## config.mk

```make
export PLATFORM = sky130hd
export DESIGN_NAME = iter_shift_unit
export DESIGN_NICKNAME = d
export VERILOG_FILES = /design/src/rtl/iter_shift_pkg.sv /design/src/rtl/iter_shift_unit_step.sv /design/src/rtl/iter_shift_unit.sv
export SDC_FILE = /design/constraint.sdc
export NUM_CORES = 1
export LEC_CHECK = 0
export ABC_AREA = 0
export CAP_MARGIN = 20
export CELL_PAD_IN_SITES_DETAIL_PLACEMENT = 1
export CELL_PAD_IN_SITES_GLOBAL_PLACEMENT = 2
export CORE_ASPECT_RATIO = 0.8
export CORE_MARGIN = 2
export CORE_UTILIZATION = 25
export DETAILED_ROUTE_END_ITERATION = 10
export GPL_TIMING_DRIVEN = 0
export PLACE_DENSITY = 0.65
export RECOVER_POWER = 50
export SETUP_SLACK_MARGIN = 0.1
export SLEW_MARGIN = 5
export SYNTH_ARGS = -nofsm -noshare
export SYNTH_HDL_FRONTEND = slang
export SYNTH_HIERARCHICAL = 1
export SYNTH_SLANG_ARGS = --single-unit
```

## constraint.sdc

```tcl
create_clock -name clk -period 10.4 [get_ports clk]
set_input_delay 2.08 -clock clk [delete_from_list [all_inputs] [get_ports clk]]
set_output_delay 2.08 -clock clk [all_outputs]
set_load 0.02 [all_outputs]
```

## src/rtl/iter_shift_pkg.sv

```systemverilog
// Shared definitions for the iterative shifter: mode codes, FSM states and
// the per-cycle shift-amount helper.
package iter_shift_pkg;

    localparam logic [1:0] MODE_LSL = 2'b00;
    localparam logic [1:0] MODE_LSR = 2'b01;
    localparam logic [1:0] MODE_ASR = 2'b10;
    localparam logic [1:0] MODE_ROR = 2'b11;

    typedef enum logic [1:0] {
        ST_IDLE  = 2'd0,
        ST_SHIFT = 2'd1,
        ST_DONE  = 2'd2
    } state_t;

    // Bits to move this cycle: never more than the datapath step, never
    // more than what is still outstanding.
    function automatic int unsigned step_amt(input int unsigned step,
                                             input int unsigned rem);
        return (rem < step) ? rem : step;
    endfunction

endpackage

```

## src/rtl/iter_shift_unit_step.sv

```systemverilog
// One combinational shift step: moves data by k bits in the given mode and
// reports the last bit that left the register (0 when k is 0).
module shift_step
    import iter_shift_pkg::*;
#(
    parameter int WIDTH   = 16,
    parameter int SHAMT_W = 4
) (
    input  logic [WIDTH-1:0]   data_in,
    input  logic [SHAMT_W-1:0] k,
    input  logic [1:0]         mode,
    output logic [WIDTH-1:0]   data_out,
    output logic               out_bit
);

    logic [WIDTH:0]        lsl_ext;
    logic [WIDTH:0]        rsh_ext;
    logic signed [WIDTH:0] asr_ext;
    logic [WIDTH-1:0]      ror_val;

    // One guard bit beyond the register catches the last bit shifted out;
    // for right shifts and rotates that bit is data_in[k-1].
    always_comb begin
        lsl_ext  = {1'b0, data_in} << k;
        rsh_ext  = {data_in, 1'b0} >> k;
        asr_ext  = $signed({data_in, 1'b0}) >>> k;
        ror_val  = (data_in >> k) | (data_in << (WIDTH - int'(k)));
        data_out = data_in;
        out_bit  = 1'b0;
        case (mode)
            MODE_LSL: begin
                data_out = lsl_ext[WIDTH-1:0];
                out_bit  = lsl_ext[WIDTH];
            end
            MODE_LSR: begin
                data_out = rsh_ext[WIDTH:1];
                out_bit  = rsh_ext[0];
            end
            MODE_ASR: begin
                data_out = asr_ext[WIDTH:1];
                out_bit  = asr_ext[0];
            end
            default: begin
                data_out = ror_val;
                out_bit  = rsh_ext[0];
            end
        endcase
    end

endmodule

```

## src/rtl/iter_shift_unit.sv

```systemverilog
// Multi-cycle shifter: accepts an operand and shift amount on start, then
// shifts up to STEP bits per cycle until the amount is exhausted.
//
// Handshake: start is sampled only while busy=0 (state IDLE); starts while
// busy, including in the done cycle, are dropped. done (and Shift_Flag)
// pulses for exactly one cycle with Shift_out/carry_out/zero_out valid;
// those outputs then hold until the next accepted start.
module iter_shift_unit
    import iter_shift_pkg::*;
#(
    parameter int WIDTH   = 16,
    parameter int STEP    = 1,
    parameter int SHAMT_W = $clog2(WIDTH)
) (
    input  logic               clk,
    input  logic               rst,
    input  logic               start,
    input  logic [WIDTH-1:0]   A,
    input  logic [WIDTH-1:0]   B,
    input  logic               op_sel,
    input  logic [SHAMT_W-1:0] shamt,
    input  logic [1:0]         mode,
    output logic               busy,
    output logic               done,
    output logic [WIDTH-1:0]   Shift_out,
    output logic               Shift_Flag,
    output logic               carry_out,
    output logic               zero_out,
    output logic [1:0]         dbg_state
);

    state_t             state_q, state_d;
    logic [WIDTH-1:0]   work_q, work_d;
    logic [SHAMT_W-1:0] rem_q, rem_d;
    logic [1:0]         mode_q, mode_d;
    logic               carry_q, carry_d;
    logic               zero_q, zero_d;

    logic [SHAMT_W-1:0] k;
    logic [WIDTH-1:0]   operand;
    logic [WIDTH-1:0]   step_data;
    logic               step_bit;

    shift_step #(
        .WIDTH  (WIDTH),
        .SHAMT_W(SHAMT_W)
    ) u_step (
        .data_in (work_q),
        .k       (k),
        .mode    (mode_q),
        .data_out(step_data),
        .out_bit (step_bit)
    );

    // Next-state, work-register and flag updates for the start/shift/done sequence.
    always_comb begin
        state_d = state_q;
        work_d  = work_q;
        rem_d   = rem_q;
        mode_d  = mode_q;
        carry_d = carry_q;
        zero_d  = zero_q;
        k       = SHAMT_W'(step_amt(STEP, 32'(rem_q)));
        operand = op_sel ? B : A;
        case (state_q)
            ST_IDLE: begin
                if (start) begin
                    work_d  = operand;
                    mode_d  = mode;
                    rem_d   = shamt;
                    carry_d = 1'b0;
                    if (shamt == '0) begin
                        state_d = ST_DONE;
                        zero_d  = (operand == '0);
                    end else begin
                        state_d = ST_SHIFT;
                    end
                end
            end
            ST_SHIFT: begin
                work_d  = step_data;
                carry_d = step_bit;
                rem_d   = rem_q - k;
                if (rem_d == '0) begin
                    state_d = ST_DONE;
                    zero_d  = (step_data == '0);
                end
            end
            ST_DONE: begin
                state_d = ST_IDLE;
            end
            default: begin
                state_d = ST_IDLE;
            end
        endcase
    end

    // State and datapath registers; reset abandons any operation in flight.
    always_ff @(posedge clk) begin
        if (rst) begin
            state_q <= ST_IDLE;
            work_q  <= '0;
            rem_q   <= '0;
            mode_q  <= MODE_LSL;
            carry_q <= 1'b0;
            zero_q  <= 1'b0;
        end else begin
            state_q <= state_d;
            work_q  <= work_d;
            rem_q   <= rem_d;
            mode_q  <= mode_d;
            carry_q <= carry_d;
            zero_q  <= zero_d;
        end
    end

    // Status outputs decode directly from the state register.
    always_comb begin
        busy       = (state_q != ST_IDLE);
        done       = (state_q == ST_DONE);
        Shift_Flag = done;
        Shift_out  = work_q;
        carry_out  = carry_q;
        zero_out   = zero_q;
        dbg_state  = state_q;
    end

endmodule
```

==> results of run 1 <==
per-stage QoR:
stage	utilization (%)	std cells
after floorplan	-	521
after global placement	31.1	804
after detailed placement	31.1	804
after CTS	31.5	807
after global routing	31.5	807
final	31.5	807
path summary, 6_finish.rpt:
check	from	endpoint	slack [ns]	cells after the start
min	mode_q[0]	mode_q[0]	0.53	2
max	rem_q[1]	zero_out	5.58	17
max reg2reg	rem_q[1]	zero_out	5.58	17
min reg2reg	mode_q[0]	mode_q[0]	0.53	2
synthesized netlist by cell type (all sizes together) (7+ instances only):
cell	number	area share, %
nor2	56	5.0
nand2	37	3.3
mux2i	35	8.4
buf	28	3.9
mux4	28	15
dfxtp	26	12
mux2	26	7.0
clkbuf	23	2.1
o21ai	23	2.8
a21oi	19	2.3
nor3	17	2.2
a222oi	15	3.6
nand3	14	1.7
o22ai	10	1.5
nor2b	9	1.3
a2111oi	8	1.7
and2	8	1.2
nand2b	8	1.2
nor4	8	1.2
a22oi	7	1.3
a31oi	7	1.0
critical path: stages (launching register included):
cell and delay, ns:
sky130_fd_sc_hd__dfxtp_1 0.37, sky130_fd_sc_hd__nor3_1 0.29, sky130_fd_sc_hd__nand2b_1 0.27, sky130_fd_sc_hd__buf_6 0.24, sky130_fd_sc_hd__buf_6 0.17, sky130_fd_sc_hd__buf_6 0.16
sky130_fd_sc_hd__inv_2 0.20, sky130_fd_sc_hd__ha_1 0.23, sky130_fd_sc_hd__xor2_1 0.42, sky130_fd_sc_hd__buf_2 0.35, sky130_fd_sc_hd__nand2_1 0.09, sky130_fd_sc_hd__a31oi_1 0.30
sky130_fd_sc_hd__o32ai_1 0.17, sky130_fd_sc_hd__a221o_1 0.33, sky130_fd_sc_hd__or4_1 0.52, sky130_fd_sc_hd__nor4_1 0.29, sky130_fd_sc_hd__nand4_1 0.16, sky130_fd_sc_hd__a31oi_1 0.17
power by group:
part           leakage (nW)  internal (W)  switching, W  total (W)
Sequential            0.214      0.000112     0.0000299   0.000142
Combinational          1.59      0.000191      0.000282   0.000473
Clock                0.0370     0.0000511     0.0000364  0.0000875
area by class of cell:
class | instances | area (um2)
multi-input combinational | 433 | 3390
fill | 1958 | 11300
timing repair buffer | 63 | 631
inverter | 11 | 41.3
buffer | 51 | 244
tap | 220 | 275
sequential | 26 | 520
clock buffer | 3 | 75.1
per-layer routing:
| metal | up-vias | track usage, % | routed length, um |
|---|---|---|---|
| met3 | 24 | 4.79 | 1940 |
| met1 | 2502 | 37.6 | 10300 |
| li1 | 2188 | - | - |
| met2 | 236 | 34.1 | 8970 |
| met5 | - | 0 | 0 |
| met4 | 0 | 3.93 | 354 |
registers in the layout (all words and copies together) (netlist names):
name and count:
Shift_out 16, rem_q 4, dbg_state 2, mode_q 2, carry_out 1, zero_out 1
kinds of logic after synthesis:
family,count (synthesis)
multiplexers,89
flip-flops,26
XOR/XNOR,3
AND/OR/NAND/NOR,179
AO/OA/AOI/OAI,152
adder cells (fa/ha/maj),2
buffers and inverters,62
other,1
==> summary.txt, run 1 <==
First-pass GRT wire length -> 32500 um
Final Power -> 0.000702 W
Diodes inserted -> 0
Worst slew margin -> 29.4%
Proportion of layout cells with a drive suffix above 1 -> 13.1%
Post-cts gate resize count -> 0
Effective utilization at floorplan -> 25.4%
Clk_lat worst skew -> 0.26 ns
Top FF cell, synth -> sky130_fd_sc_hd__dfxtp_1
Area overhead of the layout relative to synthesis -> 23.9%
Count of standard-cell rows -> 42
Layout Skew -> 0.00230 ns
Setup crit start kind -> flip-flop
Die extent in x -> 149 um
Most frequent cells in the layout -> 56 x sky130_fd_sc_hd__nor2_1, 47 x sky130_fd_sc_hd__clkdlybuf4s50_1, 37 x sky130_fd_sc_hd__nand2_1, 35 x sky130_fd_sc_hd__mux2i_1, 27 x sky130_fd_sc_hd__mux4_2
Mux cell area share after synthesis -> 30.6%
Maximum number of pins on one net before global-route repair -> 14
Dpl cell area -> 5110 um2
Post-synthesis compound-gate area fraction -> 27.7%
PwrDens -> 136 nW/um2
Final Hold Violating Endpoints -> 0
VDD IR max -> 0.0730 mV
Dominant combinational cell family by area after synthesis -> multiplexers
Data required time of the worst path -> 10.60 ns
Number of distinct library cell variants in the gate-level netlist after synthesis -> 77
Status -> finished, final reports clean
CTS tree -> yes
Pre-antenna DRT Iters -> 5
Final setup violation count -> 0
Number of flops mapped to enable cells by yosys -> 0
Post-CTS clock slew at the launch and capture registers of the worst setup and hold paths -> 0.07 ns
Via count -> 4950
Data arrival time of the critical path -> 5.02 ns
Number of top-level design ports -> 65
Maximum number of buffers from clock root to sink -> 2
Crit path time final -> 4.82 ns
Yosys reg bits -> 26
Number of DRC markers after the initial detailed-route iteration -> 550
Hold Worst Slack -> 0.526 ns
Vias in the first global route -> 4954
Final worst path period share -> 46.4%
Antenna-violating nets left -> 0
Congestion Overflow GR -> 0
Unrepaired setup endpoints after global routing -> no
Fin. max-slew vios -> 0
Average wire per standard cell -> 26.7 um
Commonest non-fill, non-tap cell in the layout -> sky130_fd_sc_hd__nor2_1
Total die area -> 17800 um2
Average footprint of a synthesized cell -> 8.13 um2
Clock buffers created by TritonCTS -> 3
Std-Cell Core Area -> 16400 um2
Critical Path End Type -> flip-flop
Max Clk Rate -> 0.207 GHz
TNS Setup -> 0 ns
Antenna violations before repair -> 0
Worst Setup Slack, final -> 5.58 ns
Post-layout net count -> 633
Area fraction in and, or, nand and nor cells after synthesis -> 21.0%
Number of clock sinks -> 26
Final std cell area, no fill -> 5180 um2
Htree depth -> 1
Global-route total usage across every layer -> 24.0%
Largest fanout on the critical path -> 10
Portion of the post-synthesis area used by sequential elements -> 12.5%
Post-Synthesis Cells -> 514
Mean number of vias per cell -> 6.13
Leakage power total -> 1.84 nW
Kind of critical path -> reg2reg
Residual DRC count -> 0
Synth Area in Adders -> 0.599%
Sum of routed wire length over all layers -> 21500 um
Hold-fix buffers at CTS -> 0
Root Buffer -> sky130_fd_sc_hd__clkbuf_16
Path type of the worst min-delay path -> reg2reg
Netlist area before placement -> 4180 um2
Count of max-cap constraint violations -> 0
Async S/R FF share, synth -> 0%
XOR/XNOR share of the synthesized area -> 0.629%
Count of input and output buffers -> 63
HPWL after detailed placement -> 16600 um
Warnings, synthesis -> 6
Placement Setup Slack -> 5.67 ns
Slew @ Worst Pin -> 1.05 ns
Weighted congestion reported at the end of routability-driven placement -> 0.956
Number of buffers added for setup after CTS -> 0
Height of the die -> 120 um
Note: power is estimated with default switching activity, not from simulation.
==> run 2, diff against run 1 <==
--- a/config.mk
+++ b/config.mk
@@ -14,7 +14,7 @@
 export CORE_UTILIZATION = 25
 export DETAILED_ROUTE_END_ITERATION = 10
 export GPL_TIMING_DRIVEN = 0
-export PLACE_DENSITY = 0.65
+export PLACE_DENSITY = 0.68
 export RECOVER_POWER = 50
 export SETUP_SLACK_MARGIN = 0.1
 export SLEW_MARGIN = 5
==> constraint.sdc (replaced) <==
create_clock -name clk -period 4 [get_ports clk]
set_input_delay 0.8 -clock clk [delete_from_list [all_inputs] [get_ports clk]]
set_output_delay 0.8 -clock clk [all_outputs]
set_load 0.02 [all_outputs]
==> run 2 against run 1 <==
Core utilization rose by 1.0 points; non-clock buffer count rose by 7; final area rose by 3.2%; clock-buffer cell count rose by 1; combinational power rose to 2.7 times the previous value; via count rose by 1.0%; clock skew barely moved; power rose to 2.7 times the previous value; global-route usage fell by 0.57 points; maximum frequency rose by 30%; flip-flop and latch count did not move.
==> summary.txt, run 2 (synthesis results as in run 1) <==
Status -> finished, final reports clean
Crit path time final -> 3.70 ns (-1.12 ns)
Diodes inserted -> 0 (unchanged)
Final setup violation count -> 0 (unchanged)
Launching point of the worst reg2reg path -> rem_q[1]
Flop2flop setup slack -> 0.30 ns (-5.28 ns)
Largest fanout on the critical path -> 10 (unchanged)
First-pass GRT wire length -> 31900 um (-1.7%)
PwrDens -> 357 nW/um2 (+160%)
TNS Setup -> 0 ns (unchanged)
Maximum number of buffers from clock root to sink -> 2 (unchanged)
Layout Skew -> 0.00253 ns (+0.000235 ns)
Slew @ Worst Pin -> 0.909 ns (-0.146 ns)
Via count -> 5000 (+1.0%)
Critical Path End Type -> flip-flop
Antenna violations before repair -> 0 (unchanged)
Count of standard-cell rows -> 42 (unchanged)
Leakage power total -> 1.91 nW (+4.0%)
Std-Cell Core Area -> 16400 um2 (unchanged)
Data required time of the worst path -> 4.20 ns (-6.40 ns)
Cell depth of the worst flop-to-flop path -> 17 (unchanged)
Die extent in x -> 149 um (unchanged)
Total die area -> 17800 um2 (unchanged)
Antenna-violating nets left -> 0 (unchanged)
Commonest non-fill, non-tap cell in the layout -> sky130_fd_sc_hd__nor2_1
Htree depth -> 1 (unchanged)
Clk_lat worst skew -> 0.27 ns (about the same)
Number of top-level design ports -> 65 (unchanged)
Sum of routed wire length over all layers -> 21100 um (-2.2%)
Pre-antenna DRT Iters -> 6 (+1)
Final worst path period share -> 92.6% (+46 points)
Count of max-cap constraint violations -> 0 (unchanged)
Detailed-routing wirelength on met1 -> 9960 um (-3.1%)
Max Used Layer -> met4
Area overhead of the layout relative to synthesis -> 27.9%
Path type of the worst min-delay path -> reg2reg
Met2 layer wire length in the routed design -> 8950 um (-0.18%)
Vias in the first global route -> 4861 (-1.9%)
Max Clk Rate -> 0.270 GHz (+30%)
Mean number of vias per cell -> 6.13 (about the same)
Met3 wirelength from detailed routing -> 1800 um (-7.0%)
Kind of critical path -> reg2reg
Effective utilization at floorplan -> 25.4% (unchanged)
Average wire per standard cell -> 25.9 um (-3.2%)
Number of filler instances in the final layout -> 1974 (+0.82%)
Final Hold Violating Endpoints -> 0 (unchanged)
Setup crit start kind -> flip-flop
Most frequent cells in the layout -> 56 x sky130_fd_sc_hd__nor2_1, 46 x sky130_fd_sc_hd__clkdlybuf4s50_1, 37 x sky130_fd_sc_hd__nand2_1, 35 x sky130_fd_sc_hd__mux2i_1, 27 x sky130_fd_sc_hd__mux4_2
Number of flip-flops under the largest register name -> 16 (unchanged)
VDD IR max -> 0.171 mV (+130%)
Fin. max-slew vios -> 0 (unchanged)
Data arrival time of the critical path -> 3.90 ns (-1.12 ns)
CTS tree -> yes
Number of clock sinks -> 26 (unchanged)
Start point of the worst min-delay path -> mode_q[0]
Congestion Overflow GR -> 0 (unchanged)
Number of DRC markers after the initial detailed-route iteration -> 556 (+1.1%)
Post-CTS clock slew at the launch and capture registers of the worst setup and hold paths -> 0.07 ns (about the same)
Global-route total usage across every layer -> 23.5% (-0.57 points)
Root Buffer -> sky130_fd_sc_hd__clkbuf_16
Proportion of layout cells with a drive suffix above 1 -> 16.5% (+3.4 points)
Post-layout net count -> 640 (+1.1%)
Worst slew margin -> 39.2% (+9.8 points)
WHS Endpoint -> mode_q[0]
Weighted congestion reported at the end of routability-driven placement -> 0.945 (-1.2%)
Final Power -> 0.00191 W (+170%)
Count of input and output buffers -> 63 (unchanged)
Clock buffers created by TritonCTS -> 3 (unchanged)
HPWL after detailed placement -> 16300 um (-2.3%)
Residual DRC count -> 0 (unchanged)
Destination of the worst register-to-register timing path -> zero_out
Hold-fix buffers at CTS -> 0 (unchanged)
Number of stages on the worst hold path -> 2 (unchanged)
Maximum number of pins on one net before global-route repair -> 15 (+1)
Unrepaired setup endpoints after global routing -> no
Height of the die -> 120 um (unchanged)
==> run 2: cell types whose count changed in the layout (fill, tap and decap cells not counted), sizes merged <==
cell,delta
buf,+7
clkbuf,+1
clkdlybuf4s50,-1
clkinv,+1
dlygate4sd3,+1
inv,-1
==> run 2: cell type report <==
cell class / instances / area [um2] / area share (%)
Buffer: 51 / 254 / 4.75
Clock buffer: 4 / 88.8 / 1.66
Inverter: 11 / 47.5 / 0.890
Multi-Input combinational cell: 433 / 3470 / 64.9
Sequential cell: 26 / 524 / 9.81
Tap cell: 220 / 275 / 5.15
Timing Repair Buffer: 70 / 683 / 12.8
==> run 2: metrics by stage <==
stage	util [%]	setup WS [ns]	instances	cell area, um2	hold WS [ns]
floorplan	-	0.368	521	4200	0.469
global placement	31.1	-0.801	804	5110	0.497
detailed placement	31.1	-0.759	804	5110	0.518
CTS	32.2	0.131	813	5300	0.537
global route	32.5	0.113	815	5340	0.562
finish	32.5	0.297	815	5340	0.528
==> run 2: power breakdown <==
group,leakage (nW),switching (W),total [W],internal (W)
Clock,0.0442,0.0000987,0.000252,0.000154
Sequential,0.215,0.0000757,0.000367,0.000291
Combinational,1.65,0.000744,0.00129,0.000544
Total,1.91,0.000919,0.00191,0.000989
==> run 2: what timing repair did <==
| action | in CTS | in global routing |
|---|---|---|
| resized for setup | 14 | 11 |
| pin swaps | 4 | 4 |
| buffers inserted | 5 | 2 |
| setup endpoints to repair | 12 | 1 |
==> run 2: layer usage <==
metal	up-vias	GRT usage (%)
li1	2216	-
met1	2554	35.6
met2	200	34.2
met3	30	5.29
met4	0	3.69
met5	-	0
==> run 2: how the worst max path moves through the flow <==
stage               startpoint  endpoint  cells past startpoint
CTS                   rem_q[2]  zero_out                     17
finish                rem_q[1]  zero_out                     17
global route          rem_q[1]  zero_out                     17
global placement      rem_q[0]  zero_out                     17
floorplan             rem_q[1]  zero_out                     17
detailed placement    rem_q[1]  zero_out                     17
==> run 2: critical path, stage by stage, from the launching register on <==
cell	delay, ns
sky130_fd_sc_hd__dfxtp_2	0.36
sky130_fd_sc_hd__nor3_4	0.26
sky130_fd_sc_hd__nand2b_4	0.10
sky130_fd_sc_hd__buf_6	0.14
sky130_fd_sc_hd__buf_6	0.15
sky130_fd_sc_hd__buf_6	0.16
sky130_fd_sc_hd__inv_6	0.12
sky130_fd_sc_hd__ha_4	0.16
sky130_fd_sc_hd__xor2_2	0.18
sky130_fd_sc_hd__buf_6	0.14
sky130_fd_sc_hd__nand2_1	0.08
sky130_fd_sc_hd__a31oi_4	0.23
sky130_fd_sc_hd__o32ai_1	0.11
sky130_fd_sc_hd__a221o_1	0.37
sky130_fd_sc_hd__or4_4	0.57
sky130_fd_sc_hd__nor4_4	0.16
sky130_fd_sc_hd__nand4_1	0.18
sky130_fd_sc_hd__a31oi_1	0.16
==> run 3, diff against run 2 <==
--- a/config.mk
+++ b/config.mk
@@ -12,6 +12,7 @@
 export CORE_ASPECT_RATIO = 0.8
 export CORE_MARGIN = 2
 export CORE_UTILIZATION = 25
+export CTS_CLUSTER_DIAMETER = 200
 export DETAILED_ROUTE_END_ITERATION = 10
 export GPL_TIMING_DRIVEN = 0
 export PLACE_DENSITY = 0.68
==> results of run 3 <==
Final layout, timing and power as in run 2 (identical DEF).
